<file path="src/rtl/fetch_unit.sv">
// Instruction fetch stage: walks the ROM from pc and hands words downstream over a valid/ready
// handshake. It halts on a zero end-marker word, and a jump restarts fetching from a new address.
module fetch_unit #(
  parameter int ADDR_W = 8,
  parameter int DATA_W = 16
) (
  input  logic              clk,
  input  logic              rst_n,
  output logic [ADDR_W-1:0] addrRd,
  input  logic [DATA_W-1:0] dataRd,
  input  logic              jumpEn,
  input  logic [ADDR_W-1:0] jumpAddr,
  output logic [DATA_W-1:0] instrOut,
  output logic              instrValid,
  input  logic              instrReady,
  output logic              halted,
  output logic [7:0]        fetchCount
);

  // state | meaning
  // RUN   | fetching: load a new word whenever the output register is free
  // HALT  | end marker seen; idle until a jump
  typedef enum logic {RUN = 1'b0, HALT = 1'b1} state_t;

  state_t            state_q;
  logic [ADDR_W-1:0] pc_q;
  logic [DATA_W-1:0] instr_q;
  logic              valid_q;
  logic [7:0]        count_q;

  logic transfer;
  logic load_slot;

  assign transfer  = valid_q & instrReady;
  assign load_slot = (state_q == RUN) & (~valid_q | transfer);

  always_ff @(posedge clk or negedge rst_n) begin
    if (!rst_n) begin
      state_q <= RUN;
      pc_q    <= '0;
      instr_q <= '0;
      valid_q <= 1'b0;
      count_q <= '0;
    end else begin
      // A transfer coinciding with a jump still counts as delivered.
      if (transfer && count_q != 8'hFF)
        count_q <= count_q + 8'd1;

      if (jumpEn) begin
        pc_q    <= jumpAddr;
        valid_q <= 1'b0;
        state_q <= RUN;
      end else if (load_slot) begin
        if (dataRd != '0) begin
          instr_q <= dataRd;
          valid_q <= 1'b1;
          pc_q    <= pc_q + 1'b1;
        end else begin
          valid_q <= 1'b0;
          state_q <= HALT;
        end
      end
    end
  end

  assign addrRd     = pc_q;
  assign instrOut   = instr_q;
  assign instrValid = valid_q;
  assign halted     = (state_q == HALT);
  assign fetchCount = count_q;

endmodule

</file>
<file path="config.mk">
export PLATFORM = sky130hd
export DESIGN_NAME = fetch_unit
export DESIGN_NICKNAME = d
export VERILOG_FILES = /design/src/rtl/fetch_unit.sv
export SDC_FILE = /design/constraint.sdc
export NUM_CORES = 1
export LEC_CHECK = 0
export CAP_MARGIN = 20
export CORE_MARGIN = 8
export CORE_UTILIZATION = 35
export DETAILED_ROUTE_END_ITERATION = 7
export GPL_TIMING_DRIVEN = 0
export PLACE_DENSITY_LB_ADDON = 0.1
export SLEW_MARGIN = 20
export SYNTH_ARGS = -nofsm -noshare
export SYNTH_HDL_FRONTEND = slang
export SYNTH_SLANG_ARGS = --single-unit
</file>
<file path="constraint.sdc">
create_clock -name clk -period 3.5 [get_ports clk]
set_clock_uncertainty 0.1 [all_clocks]
set_input_delay 0.525 -clock clk [delete_from_list [all_inputs] [get_ports clk]]
set_output_delay 0.525 -clock clk [all_outputs]
set_load 0.01 [all_outputs]
</file>
==> out/results.ini <==
[sta]
rsz0062_at_grt = no
drv_slew = 0
relSlewSlack_pct = 62.8
hold_viol_final = 0
setup_viol = 0
min_period_over_period_pct = 70.5
fin_crit_ns = 2.47
tightestPinTransition_ns = 0.552
whs_ns = 0.0471
tns_ns = 0
fmaxAchievable_mhz = 405

[floorplan]
io_pins = 62
die_w_um = 84.6
die_h_um = 84.6
dieArea_um2 = 7150
num_rows = 25
core_area_um2 = 4630
start_util_pct = 35.5

[power]
internal_power_mw = 0.988
power_frac_comb_pct = 27.0
clock_power_share_pct = 33.4
power_leakage_nw = 1.06
ir_drop_mv = 0.275
switching_power_mw = 0.351
power_density_nw_per_um2 = 540
pwr-share-seq_pct = 39.5
swShare_pct = 26.2

[clock_tree]
cts_resized = 0
cts_root_buf = clkbuf_8
clk_latency_ns = 0.28
cts_made_buffers = 5
cts_tree = done
ctsLongestPathBuffers = 2
hold_buffers = 0
cts_sinks = 34
path_clk_slew_ns = 0.07
postCtsSetupRepairBufs = 0
h-tree-depth = 2

[critical_path]
critPathMaxFanout = 10
crit_required_ns = 3.57
criticalPathCategory = input port to register
cp-end-kind = register
arrival_ns = 2.54
critPathLaunchType = input port
r2r_cells = 4

[routing]
drc = 0
vias = 1333
drt-pass1-iter-count = 4
wire_per_inst_um = 15.9
totalWireLength_mm = 4.16
drt_iter0_markers = 49
ant_nets = 0
vias_per_cell = 5.11

[synthesis]
yosys-top-cells-count = 34 x dfrtp_1, 10 x mux2_4, 10 x nor2_1
synth.most_common_cell = dfrtp_1
syn-num-nets = 168
yosysTopAreaCell = dfrtp_1
async_flop_share_pct = 100
synthCells = 138
yosysSeqAreaShare_pct = 51.7
synth_area_um2 = 1650
synth_area_per_cell_um2 = 11.9
synthFlopType = dfrtp_1
ys_seq_elements = 34
ys_warn_count = 0
synth_cell_types = 36
yosys-top-cells-area = dfrtp_1 52%, mux2_4 9.1%, mux2_2 4.8%, nor4_1 2.7%, xor2_1 2.7%
synth_top_cell_area_share_pct = 51.7
synth_edf_count = 0

[grt]
antenna_found_initial = 0
grt_pass1_vias = 1455
grtUsageTotal_pct = 12.3
grt_max_degree = 22
grt_overflow = 0
grt_pass1_wl_mm = 7.06

[placement]
gp_congestion = 0.783
dp.cells = 253
port_buffers = 60
hpwl_mm = 3.24

[status]
status = completed

[final_layout]
syn2layout_area_growth_pct = 50.6
finalNonFillerCells = 261
final_nets = 236
n_antenna_cell = 0
drive_gt1_share_pct = 17.4

[run]
drv_cap = 0

[min_path]
hp-class = input port to asynchronous set/reset pin

## per-layer routing
| metal | vias to the layer above | part of all wire, % | global-route usage [%] |
|---|---|---|---|
| met1 | 642 | 45 | 14.3 |
| met4 | 0 | 1.5 | 4.69 |
| met5 | - | 0 | 0 |
| li1 | 647 | - | - |
| met3 | 6 | 7.4 | 5.37 |
| met2 | 38 | 46 | 19.5 |
## flip-flops by register name, summed over array words and instances, names as in the netlist
register,flops
instrOut,16
addrRd,8
fetchCount,8
halted,1
instrValid,1
## per-stage QoR
step                setup WS (ns)  util (%)  total power, mW  area, µm²
floorplan                    1.50         -            0.685       1650
global placement            0.728      50.0            0.890       2310
detailed placement          0.690      50.5            0.904       2340
CTS                         0.992      53.5             1.36       2480
global route                0.949      53.5             1.41       2480
finish                       1.03      53.5             1.34       2480
## area by class of cell
cell class | count | area, µm²
buffer | 5 | 37.5
clock buffer | 6 | 82.6
clock inverter | 2 | 60.1
fill | 415 | 2150
inverter | 5 | 18.8
multi-input combinational | 94 | 738
sequential | 34 | 851
tap | 54 | 67.6
timing repair buffer | 61 | 623
## power by group through the flow
stage	Sequential, mW	Clock [mW]	Combinational (mW)
final	0.529	0.448	0.362
after global routing	0.543	0.477	0.392
after CTS	0.529	0.462	0.370
after detailed placement	0.536	0	0.368
after global placement	0.530	0	0.360
after floorplan	0.557	0	0.128
## cells in the final DEF (no fill, tap or decap), types with 2 or more instances in the layout
master	count
buf_2	3
or4_1	3
nor2_1	10
dfrtp_1	34
nand2_1	7
xor2_1	5
nand4_1	4
o31ai_1	3
clkbuf_8	6
nor3_1	4
nand3_1	7
o21a_1	2
ha_1	2
clkbuf_1	2
nor4_1	7
inv_1	5
mux2_2	7
bufinv_16	2
mux2_4	10
a31oi_1	6
clkdlybuf4s50_1	59
## critical path: stages
cell and delay, ns:
clkdlybuf4s50_1 0.42, nor4_1 0.53, nand4_2 0.32, nand3_4 0.26, buf_12 0.17, mux2_4 0.30
## path summary, 6_finish.rpt
kind                                            from                         to  slack, ns
setup / recovery                           dataRd[9]   instrOut[12]$_DFFE_PN0P_       1.03
hold / removal                                 rst_n  fetchCount[3]$_DFFE_PN0P_       0.05
setup reg to reg           fetchCount[0]$_DFFE_PN0P_  fetchCount[1]$_DFFE_PN0P_       1.67
hold reg to reg            fetchCount[7]$_DFFE_PN0P_  fetchCount[7]$_DFFE_PN0P_       0.40
max in group asynchronous                      rst_n      addrRd[6]$_DFFE_PN0P_       2.82
min in group clk           fetchCount[7]$_DFFE_PN0P_  fetchCount[7]$_DFFE_PN0P_       0.40
## logic make-up (layout without fill, tap and decap cells)
| logic type | after synthesis | count (layout) | synth area share [%] |
|---|---|---|---|
| flip-flops | 34 | 34 | 51.7 |
| AND/OR/NAND/NOR | 50 | 50 | 17.8 |
| XOR/XNOR | 6 | 6 | 3.19 |
| multiplexers | 17 | 17 | 13.9 |
| AO/OA/AOI/OAI | 19 | 19 | 8.44 |
| adder cells (fa/ha/maj) | 2 | 2 | 1.52 |
| buffers and inverters | 10 | 79 | 3.42 |
(Power assumes the default switching activity.)
